--- config.mk ---
export PLATFORM = sky130hd
export DESIGN_NAME = multicycle_controller
export DESIGN_NICKNAME = d
export VERILOG_FILES = /design/src/rtl/multicycle_controller.sv
export SDC_FILE = /design/constraint.sdc
export NUM_CORES = 1
export LEC_CHECK = 0
export ABC_AREA = 0
export CORE_MARGIN = 2
export CORE_UTILIZATION = 35
export CTS_CLUSTER_SIZE = 20
export DETAILED_ROUTE_END_ITERATION = 12
export GPL_TIMING_DRIVEN = 0
export HOLD_SLACK_MARGIN = 0.06
export PLACE_DENSITY = 0.86
export SETUP_SLACK_MARGIN = 0.05
export SYNTH_ARGS = -nofsm -noshare
export SYNTH_HDL_FRONTEND = slang
export SYNTH_SLANG_ARGS = --single-unit
--- constraint.sdc ---
create_clock -name clk -period 1.5 [get_ports clk]
set_clock_uncertainty 0.05 [all_clocks]
set_input_delay 0.225 -clock clk [delete_from_list [all_inputs] [get_ports clk]]
set_output_delay 0.225 -clock clk [all_outputs]
set_load 0.02 [all_outputs]
--- src/rtl/multicycle_controller.sv ---
// Main FSM plus ALU/branch decode for a multicycle RV32I datapath; outputs are decoded from the current state.
// Instructions take 3 (branch), 4 (store, ALU, jal, upper) or 5 (load, jalr) cycles from FETCH.
module multicycle_controller #(
  parameter logic [3:0] RESET_STATE = 4'd0
) (
  input  logic       clk,
  input  logic       reset,
  input  logic [6:0] op,
  input  logic [2:0] funct3,
  input  logic       funct7b5,
  input  logic       Zero,
  input  logic       CmpResult,
  output logic       PCWrite,
  output logic       AdrSrc,
  output logic       MemWrite,
  output logic       IRWrite,
  output logic       RegWrite,
  output logic [1:0] ResultSrc,
  output logic [1:0] ALUSrcA,
  output logic [1:0] ALUSrcB,
  output logic [2:0] ALUControl,
  output logic       Unsign,
  output logic [2:0] ImmSrc,
  output logic       Illegal,
  output logic       Retire,
  output logic [3:0] State
);

  typedef enum logic [3:0] {
    S_FETCH    = 4'd0,
    S_DECODE   = 4'd1,
    S_MEMADR   = 4'd2,
    S_MEMREAD  = 4'd3,
    S_MEMWB    = 4'd4,
    S_MEMWRITE = 4'd5,
    S_EXECR    = 4'd6,
    S_EXECI    = 4'd7,
    S_ALUWB    = 4'd8,
    S_BRANCH   = 4'd9,
    S_JAL      = 4'd10,
    S_JALR     = 4'd11,
    S_UPPER    = 4'd12,
    S_TRAP     = 4'd13
  } state_t;

  localparam logic [6:0] OP_LOAD  = 7'b0000011;
  localparam logic [6:0] OP_STORE = 7'b0100011;
  localparam logic [6:0] OP_R     = 7'b0110011;
  localparam logic [6:0] OP_I     = 7'b0010011;
  localparam logic [6:0] OP_BR    = 7'b1100011;
  localparam logic [6:0] OP_JAL   = 7'b1101111;
  localparam logic [6:0] OP_JALR  = 7'b1100111;
  localparam logic [6:0] OP_LUI   = 7'b0110111;
  localparam logic [6:0] OP_AUIPC = 7'b0010111;

  localparam logic [2:0] ALU_ADD = 3'b000;
  localparam logic [2:0] ALU_SUB = 3'b001;
  localparam logic [2:0] ALU_AND = 3'b010;
  localparam logic [2:0] ALU_OR  = 3'b011;
  localparam logic [2:0] ALU_XOR = 3'b100;
  localparam logic [2:0] ALU_SLT = 3'b101;
  localparam logic [2:0] ALU_SLL = 3'b110;
  localparam logic [2:0] ALU_SR  = 3'b111;

  localparam logic [2:0] IMM_I = 3'b000;
  localparam logic [2:0] IMM_S = 3'b001;
  localparam logic [2:0] IMM_B = 3'b010;
  localparam logic [2:0] IMM_J = 3'b011;
  localparam logic [2:0] IMM_U = 3'b100;

  state_t state_q, state_d;
  logic   taken;

  // funct7b5 selects sub only for register-register ops; shifts pass it to the datapath directly.
  function automatic logic [2:0] alu_op(input logic [2:0] f3, input logic sub_sel);
    case (f3)
      3'b000:  alu_op = sub_sel ? ALU_SUB : ALU_ADD;
      3'b001:  alu_op = ALU_SLL;
      3'b010,
      3'b011:  alu_op = ALU_SLT;
      3'b100:  alu_op = ALU_XOR;
      3'b101:  alu_op = ALU_SR;
      3'b110:  alu_op = ALU_OR;
      default: alu_op = ALU_AND;
    endcase
  endfunction

  always_ff @(posedge clk) begin
    if (reset) state_q <= state_t'(RESET_STATE);
    else       state_q <= state_d;
  end

  always_comb begin
    state_d    = S_FETCH;
    PCWrite    = 1'b0;
    AdrSrc     = 1'b0;
    MemWrite   = 1'b0;
    IRWrite    = 1'b0;
    RegWrite   = 1'b0;
    ResultSrc  = 2'b00;
    ALUSrcA    = 2'b00;
    ALUSrcB    = 2'b00;
    ALUControl = ALU_ADD;
    Unsign     = 1'b0;
    ImmSrc     = IMM_I;
    Illegal    = 1'b0;
    Retire     = 1'b0;
    taken      = 1'b0;
    case (state_q)
      S_FETCH: begin
        IRWrite   = 1'b1;
        PCWrite   = 1'b1;
        ALUSrcB   = 2'b10;
        ResultSrc = 2'b10;
        state_d   = S_DECODE;
      end
      S_DECODE: begin
        // ALUOut picks up the branch or jal target while the register file is read.
        ALUSrcA = 2'b01;
        ALUSrcB = 2'b01;
        ImmSrc  = (op == OP_JAL) ? IMM_J : IMM_B;
        case (op)
          OP_LOAD, OP_STORE: state_d = S_MEMADR;
          OP_R:              state_d = S_EXECR;
          OP_I:              state_d = S_EXECI;
          OP_BR:             state_d = S_BRANCH;
          OP_JAL:            state_d = S_JAL;
          OP_JALR:           state_d = S_JALR;
          OP_LUI, OP_AUIPC:  state_d = S_UPPER;
          default:           state_d = S_TRAP;
        endcase
      end
      S_MEMADR: begin
        ALUSrcA = 2'b10;
        ALUSrcB = 2'b01;
        ImmSrc  = (op == OP_LOAD) ? IMM_I : IMM_S;
        state_d = (op == OP_LOAD) ? S_MEMREAD : S_MEMWRITE;
      end
      S_MEMREAD: begin
        AdrSrc  = 1'b1;
        state_d = S_MEMWB;
      end
      S_MEMWB: begin
        ResultSrc = 2'b01;
        RegWrite  = 1'b1;
        Retire    = 1'b1;
      end
      S_MEMWRITE: begin
        AdrSrc   = 1'b1;
        MemWrite = 1'b1;
        Retire   = 1'b1;
      end
      S_EXECR: begin
        ALUSrcA    = 2'b10;
        ALUControl = alu_op(funct3, funct7b5);
        Unsign     = (funct3 == 3'b011);
        state_d    = S_ALUWB;
      end
      S_EXECI: begin
        ALUSrcA    = 2'b10;
        ALUSrcB    = 2'b01;
        ALUControl = alu_op(funct3, 1'b0);
        Unsign     = (funct3 == 3'b011);
        state_d    = S_ALUWB;
      end
      S_ALUWB: begin
        RegWrite = 1'b1;
        Retire   = 1'b1;
      end
      S_BRANCH: begin
        ALUSrcA = 2'b10;
        Retire  = 1'b1;
        // funct3[0] inverts the sense: bne, bge, bgeu.
        case (funct3[2:1])
          2'b00: begin
            ALUControl = ALU_SUB;
            taken      = Zero ^ funct3[0];
          end
          2'b10: begin
            ALUControl = ALU_SLT;
            taken      = CmpResult ^ funct3[0];
          end
          2'b11: begin
            ALUControl = ALU_SLT;
            Unsign     = 1'b1;
            taken      = CmpResult ^ funct3[0];
          end
          default: taken = 1'b0;
        endcase
        PCWrite = taken;
      end
      S_JAL: begin
        ALUSrcA = 2'b01;
        ALUSrcB = 2'b10;
        PCWrite = 1'b1;
        ImmSrc  = IMM_J;
        state_d = S_ALUWB;
      end
      S_JALR: begin
        ALUSrcA = 2'b10;
        ALUSrcB = 2'b01;
        state_d = S_JAL;
      end
      S_UPPER: begin
        ALUSrcA = (op == OP_LUI) ? 2'b11 : 2'b01;
        ALUSrcB = 2'b01;
        ImmSrc  = IMM_U;
        state_d = S_ALUWB;
      end
      S_TRAP: begin
        Illegal = 1'b1;
        state_d = S_TRAP;
      end
      default: state_d = S_FETCH;
    endcase
    // A cycle with reset high must never commit architectural state.
    if (reset) begin
      PCWrite  = 1'b0;
      MemWrite = 1'b0;
      IRWrite  = 1'b0;
      RegWrite = 1'b0;
      Retire   = 1'b0;
    end
  end

  assign State = state_q;

endmodule

# Word level (Yosys, flattened, before mapping)
# Index checks and enable logic that the tools add are counted.
# op_classes
reduce_logical,16
shift,0
n_bitwise,2
n_addsub,0
n_eq_ne,30
mul,0
n_mux,30
n_lt_le_gt_ge,0
div_mod_pow,0
# op_table
operator,count
4-bit case mux with 7 select lines,2
3-bit case mux with 6 select lines,2
"4-bit == test, second input constant",6
"7-bit by 6-bit == test with 1-bit output, second input constant",3
"7-bit == test, second input constant",3
2-bit OR reduction,9
"4-bit by 3-bit == test with 1-bit output, second input constant",4
1-bit 2-to-1 mux,15
"7-bit by 5-bit == test with 1-bit output, second input constant",2
3-bit case mux with 4 select lines,1
5-bit OR reduction,2
"3-bit == test, second input constant",3
3-bit case mux with 3 select lines,1
"4-bit by 2-bit == test with 1-bit output, second input constant",2
2-bit case mux with 2 select lines,2
4-bit OR reduction,2
"7-bit by 2-bit == test with 1-bit output, second input constant",1
"3-bit by 2-bit == test with 1-bit output, second input constant",2
1-bit case mux with 2 select lines,3
2-bit case mux with 3 select lines,1
3-bit case mux with 2 select lines,1
"2-bit == test, second input constant",2
"4-bit by 1-bit == test with 1-bit output, second input constant",1
4-bit zero test,1
other kinds (6),7
# totals
mem_count,0
rom_bits,0
input_bits,15
out_inout_bits,24
elab_cells,79
regBits,4
latch_bits,0
mem_bits_rw,0

# Longest topological paths before layout
# Gate-level depths: netlist (run 1).
# depth
depth_word,5
depth_mapped,6
ltp_nobuf,4

# Worst setup path before layout (run 1)
# OpenSTA, ideal clock, no wires.
# synth_timing
kind,register to output
from,reg state_q[3] (netlist: State[3])
to,out PCWrite
slack_ns,-0.617
t_required_ns,1.225
n_path_buf,1
stages_incl_launch_ff,6
arrival_ns,1.842
cell_sequence,dfxtp_1 > clkbuf_1 > xnor2_1 > nor3b_1 > a21oi_1 > nor2_1
# synth_via
elab_chain_len,4
word_cells_on_any_way,6
cone_classes,eq/ne (2); mux (2); reduce/logical (2)
# synth_rtl
element,line_no,source
from (decl),71,"state_t state_q, state_d;"
from (signal assigned),89,if (reset) state_q <= state_t'(RESET_STATE);
from (signal assigned),90,else state_q <= state_d;
4-bit == test / 4-bit zero test (equally long branches),109,case (state_q)
2-bit OR reduction (no source line),n/a,
1-bit case mux with 2 select lines (*),109,
1-bit 2-to-1 mux (*),217,if (reset) begin
to (decl),13,"output logic PCWrite,"
# Mark *: on every way between the ends. The rest lies on a longest branch, timed or not.

# Worst setup path after layout (run 1)
# layout_timing
from,reg state_q[3] (netlist: State[3])
to,out ALUSrcA[1]
# layout_via
elab_chain_len,3
word_cells_on_any_way,11
cone_classes,eq/ne (8); mux (1); reduce/logical (2)
# layout_rtl
element,line_no,source
4-bit == test (tied with other cells),109,
5-bit OR reduction (no source line) / 2-bit OR reduction (equally long branches),n/a,
2-bit case mux with 3 select lines (*),109,
to (decl),19,"output logic [1:0] ALUSrcA,"
# Marks and branches as above.

==> results.toml, run 1 <==
[clock_tree]
htreeDepth = 1
numCtsBuffers = 3
cts_hold_buf = 0
clock_latency_ns = 0.28
cts-root-buf = "clkbuf_4"
clk_pin_slew_ns = 0.06
tritoncts = "done"
cts.path.max_buffers = 2
cts.sinks = 4

[route]
drc = 0
dr.first_iter.drc_count = 143
drt-pass1-iter-count = 5
final_antenna_net_count = 0
dr_total_vias = 1407
wl_per_cell_um = 25.7
viasPerCell = 6.73
wl_um = 5370

[timing]
timing.final.ws_setup_ns = -0.541
relSlewSlack = 0.570
rsz0062_at_grt = "yes"
period_minus_slack_ns = 2.04
hold_slack_ns = 0.392
fin_crit_sh = 1.36
tightest_slew_ns = 0.645
timing.fmax_mhz = 490
finalSetupViolCount = 24
maxSlewViolCount = 0
finalHoldViolations = 0

[global_routing]
track_usage = 0.297
grt_overflow = 0
use_met1 = 0.367
grt.met2_usage = 0.516
grtUsageMet3 = 0.0613
grt_pass1_vias = 1148
grt_max_degree = 11
grt.busiest_layer = "met2"
grt_pass1_wl_um = 5580
antenna_found_initial = 0

[synth]
yosys_register_bits = 4
postSynthCellCount = 116
yosysWarningCount = 0
syn-cell-area_um2 = 722
ys_seq_area_frac = 0.111
ys_types = 39
synth_nets = 131
syn_avg_cell_area_um2 = 6.22

[power_and_ir_drop]
p_sw_mw = 1.31
power_density_nw_per_um2 = 1480
power_mw = 2.76
p_int_mw = 1.44
ir_drop_mv = 1.12
clkPwrFrac = 0.071
pwr-share-comb = 0.858
seqPwrFrac = 0.071
leakagePower_nw = 0.746
swShare = 0.476

[worst_hold_path]
worstHoldPathType = "input pin to flop"

[finish]
antenna_cells = 0
seq_area_um2 = 95.1
utilization = 0.949
fill_cells = 57
largest_reg_flops = 4
stdcell_area_um2 = 1860
multi_input_area_um2 = 928
fin_nets = 198
drive_above_1_share = 0.637
syn_to_final_growth_pct = 158

[status]
status = "finished, violations left"
violations = "negative setup slack"

[setup_path]
cp.required_ns = 1.22
critPathArrivalTime_ns = 1.77
critPathMaxFanout = 8
reg2reg_setup_slack_ns = -0.31
cp_slowest_cell = "dfxtp_4"
cp_common_cell = "clkbuf_16"
worst_path_largest_cell_delay_ns = 0.36
path_class = "flop to primary output"
path_cells = "clkbuf_16, clkbuf_16, nand4_1, nor3_2, o21ai_1, o221ai_2, buf_4"
worst-path-buf-inv = 3
critPathTopFamily = "buffers and inverters"
crit_path_end_kind = "primary output"
start_kind = "flop"

[floorplanning]
start_util = 0.368
coreArea_um2 = 1960
ios = 39
die_width_um = 49.4
die_area_um2 = 2440
core.rowCount = 16
die_y_um = 49.4

[placement]
pre_cts_slack_ns = -0.961
gp_congestion = 0.852
dp_hpwl_um = 1860
place_area_um2 = 1300
port_buffers = 34

[job]
max_cap_viol_count = 0
[metrics by stage]
step,setup TNS (ns),cells
global placement,-10.20,177
global route,-6.92,209
floorplan,-0.188,116
detailed placement,-10.83,177
finish,-6.54,209
CTS,-3.58,196
[logic make-up (layout without fill, tap and decap cells)]
kind of cell / Yosys count / count (layout) / share of synthesized area
and+or+nand+nor: 63 / 63 / 0.468
DFF: 4 / 4 / 0.111
buffers and inverters: 14 / 80 / 0.0745
xor gates and xnor gates: 5 / 5 / 0.0607
AOI/OAI and AO/OA: 28 / 28 / 0.258
muxes: 2 / 2 / 0.0277
[what timing repair did]
item | 4_1_cts | 5_1_grt
cloned | 0 | 0
buffers inserted | 16 | 14
endpoints found under the setup margin | 28 | 23
gates resized for setup | 175 | 28
pin swaps | 19 | 21
[synth_stat cells]
cell type,number,share of area
a211o_1,1,0.012
nor3b_1,3,0.031
a22o_1,1,0.012
nor2_1,18,0.094
clkbuf_1,10,0.052
a22oi_1,1,0.010
o21ai_0,2,0.014
nand4_1,2,0.017
o31a_1,1,0.012
o21a_1,1,0.010
nor4_1,2,0.017
or2_2,2,0.017
a211oi_1,3,0.031
nand4bb_1,1,0.016
nor2b_1,4,0.035
dfxtp_1,4,0.11
and3b_1,1,0.012
inv_1,1,0.0052
o22ai_1,1,0.0087
and4bb_2,1,0.017
or4_1,1,0.010
nand2b_1,5,0.043
nand4b_1,1,0.012
nor3_1,8,0.055
o221ai_1,1,0.012
o22a_1,2,0.024
and3_1,3,0.026
xor2_1,2,0.024
xnor2_1,3,0.036
a21oi_1,10,0.069
mux2i_1,2,0.028
o41ai_1,1,0.012
nand2_1,9,0.047
a21boi_0,1,0.010
a31oi_1,1,0.0087
a21o_1,1,0.010
buf_1,2,0.010
or3_1,2,0.017
buf_2,1,0.0069
[layout make-up]
type	instances	area share
clock buffers	4	0.0141
inverters	1	0.00202
repair buffers	64	0.327
plain buffers	11	0.0887
flip-flops and latches	4	0.0511
well taps	27	0.0181
multi-input cells	98	0.499
[cells in the final DEF, fill, tap and decap left out, types with 2 or more instances in the layout]
cell	netlist	routed
a21oi_2	0	4
xnor2_4	0	2
nor2_2	0	4
dlygate4sd2_1	0	7
nor3_1	8	3
or2_4	0	2
clkbuf_16	0	4
a21oi_1	10	6
clkdlybuf4s50_1	0	3
a211oi_2	0	3
buf_4	0	23
nor4_4	0	2
clkbuf_4	0	3
clkbuf_1	10	4
buf_2	1	2
nand2_2	0	2
nand2_1	9	6
buf_6	0	26
nor2b_4	0	3
nand2b_4	0	2
o22a_2	0	2
nor3_4	0	2
nand2b_1	5	3
nor2_4	0	6
dfxtp_4	0	4
nand4_1	2	2
clkdlybuf4s15_2	0	2
xor2_1	2	2
buf_8	0	2
nor2_1	18	8
nor3_2	0	3
mux2i_1	2	2
and3_1	3	3
buf_12	0	2
[power by group through the flow]
stage               combinational [mW]  sequential, mW  clock (mW)
floorplan                        0.888           0.202           0
global placement                  1.33           0.175           0
detailed placement                1.36           0.178           0
CTS                               1.79           0.176       0.161
global route                      2.42           0.192       0.195
finish                            2.37           0.195       0.196
[path summary, 6_finish.rpt]
path,from,endpoint,cells after the start
setup / recovery,State[3],ALUSrcA[1],7
hold / removal,reset,State[3],2
setup reg to reg,State[0],State[1],6
hold reg to reg,State[2],State[0],3
[metal layers]
layer / wire (um) / share of wire
met5: 0 / 0
met4: 436 / 0.081
met3: 663 / 0.12
met2: 2420 / 0.45
met1: 1850 / 0.34
(Power assumes the default switching activity.)
==> inputs of run 2 (changes only) <==
CAP_MARGIN = 20   (was unset)
CELL_PAD_IN_SITES_DETAIL_PLACEMENT = 2   (was unset)
CELL_PAD_IN_SITES_GLOBAL_PLACEMENT = 2   (was unset)
CORE_ASPECT_RATIO = 0.6   (was unset)
CORE_UTILIZATION = 26   (was 35)
DONT_BUFFER_PORTS = 1   (was unset)
PLACE_DENSITY = 0.82   (was 0.86)
==> run 2 against run 1 <==
  * The flow still finishes with violations (negative setup slack)
  * Worst setup slack improved by 0.038 ns
  * Flip-flop and latch count did not move
  * Total power fell by 16%
  * Critical path depth fell by 2
  * Sequential power rose by 24%
  * Non-clock buffer count fell by 40
  * Die area rose by 32%
  * Global-route usage fell by 2.9 points
  * Critical path type unchanged
  * Highest routed layer unchanged
==> results.toml, run 2 (same netlist as run 1, synthesis figures left out) <==
[status]
status = "finished, violations left"
violations = "negative setup slack"

[global_routing]
antenna_found_initial = 0
grt_max_degree = 11
grt_pass1_wl_um = 6330
grt_overflow = 0
grt_pass1_vias = 1105
track_usage = 0.268

[setup_path]
crit_path_end_kind = "primary output"
start_kind = "flop"
r2r_start = "State[1]"
cp.required_ns = 1.22
path_cells = "clkbuf_16, nor2b_2, nand2_1, a22oi_1, o22a_2"
critPathArrivalTime_ns = 1.73
r2r.worst_path.cells = 6
reg2reg_setup_slack_ns = -0.30
path_class = "flop to primary output"
cp_slowest_cell = "dfxtp_4"
critPathMaxFanout = 7
rr_endpoint = "State[0]"
worst_path_largest_cell_delay_ns = 0.36

[floorplanning]
ios = 39
core.rowCount = 14
die_y_um = 44.8
die_area_um2 = 3230
die_width_um = 72.0
coreArea_um2 = 2570
start_util = 0.280

[worst_hold_path]
hp-start = "op[2]"
hold_depth = 3
worstHoldPathType = "input pin to flop"
hold_end = "State[3]"

[route]
dr.first_iter.drc_count = 68
wl_um = 5130
dr_wl_met3_um = 268
drt-pass1-iter-count = 4
dr_wl_met2_um = 2510
final_antenna_net_count = 0
m1WireLength_um = 2200
drc = 0
wl_per_cell_um = 29.5
viasPerCell = 6.45
highest_layer = "met4"
dr_total_vias = 1123

[clock_tree]
numCtsBuffers = 3
cts.sinks = 4
cts_hold_buf = 0
cts-root-buf = "clkbuf_8"
tritoncts = "done"
clock_latency_ns = 0.22
htreeDepth = 1
clk_pin_slew_ns = 0.04
cts.path.max_buffers = 2

[timing]
hold_slack_ns = 0.274
finalHoldViolations = 0
timing.final.ws_setup_ns = -0.503
rsz0062_at_grt = "yes"
finalSetupViolCount = 23
timing.fmax_mhz = 499
maxSlewViolCount = 0
relSlewSlack = 0.425
fin_crit_sh = 1.34
tightest_slew_ns = 0.863
period_minus_slack_ns = 2.00

[job]
max_cap_viol_count = 0

[power_and_ir_drop]
power_density_nw_per_um2 = 1550
leakagePower_nw = 0.540
clkPwrFrac = 0.107
p_sw_mw = 1.14
seqPwrFrac = 0.104
pwr-share-comb = 0.789
ir_drop_mv = 0.820
p_int_mw = 1.18
swShare = 0.491

[finish]
antenna_cells = 0
fin_nets = 158
largest_reg_flops = 4
utilization = 0.579
drive_above_1_share = 0.570
layout_common_cells = "15 x buf_4, 11 x nor2_1, 7 x nand2_1, 7 x buf_6"
final_common_cell = "buf_4"
fill_cells = 257
syn_to_final_growth_pct = 107

[placement]
gp_congestion = 0.744
dp_hpwl_um = 2290
port_buffers = 0
[run 2: changes by cell type in the layout (fill, tap and decap cells not counted), sizes merged]
cell           previous run  this run
clkbuf                   11        13
clkdlybuf4s50             3         0
clkdlybuf4s15             2         0
dlygate4sd2               7         0
buf                      56        26
[run 2: worst max path at each step]
stage                     startpoint             to  slack (ns)
after floorplan             State[1]        PCWrite        -0.1
after global placement      State[1]        PCWrite       -0.19
after detailed placement    State[1]       State[0]       -0.23
after CTS                   State[1]  ALUControl[0]       -0.33
after global routing        State[1]  ALUControl[0]       -0.55
final                       State[3]  ALUControl[0]       -0.50
[run 2: worst max-delay path, delay by kind of cell, from the launching register on]
kind | cells | cell delay (ns)
flops | 1 | 0.36
simple gates | 2 | 0.40
compound gates | 2 | 0.57
buf+inv | 1 | 0.17
[run 2: area by class of cell]
type | count | area (um2) | area share
buffer | 12 | 195 | 0.131
timing repair buffer | 23 | 205 | 0.138
clock buffer | 4 | 45.0 | 0.0302
tap | 32 | 40.0 | 0.0268
inverter | 1 | 3.75 | 0.00252
multi-input combinational | 98 | 907 | 0.608
sequential | 4 | 95.1 | 0.0638
[run 2: repair_timing]
action	CTS	global route
buffers inserted	12	11
gates cloned	1	0
setup endpoints to repair	24	24
resized for setup	41	18
pin swaps	14	10
[run 2: power by group through the flow]
stage | registers [mW] | logic (mW) | clock network [mW]
2_1_floorplan | 0.202 | 0.888 | 0
4_1_cts | 0.236 | 1.51 | 0.252
3_3_place_gp | 0.217 | 1.01 | 0
5_1_grt | 0.249 | 1.89 | 0.255
3_5_place_dp | 0.218 | 1.04 | 0
6_report | 0.242 | 1.82 | 0.248
[run 2: routing by layer]
layer / track usage / up-vias
met1: 0.342 / 576
met4: 0.0792 / 0
li1: - / 475
met2: 0.487 / 56
met5: 0 / -
met3: 0.0313 / 16
[run 2: per-stage QoR]
step           setup slack (ns)  area, um2  TNS (ns)  std cells  power [mW]
3_3_place_gp             -0.193        967     -1.05        148        1.22
3_5_place_dp             -0.234        967     -1.38        148        1.26
6_report                 -0.503       1490     -6.07        174        2.31
2_1_floorplan           -0.0951        927    -0.188        116        1.09
5_1_grt                  -0.551       1490     -6.99        174        2.40
4_1_cts                  -0.334       1340     -4.36        164        2.00
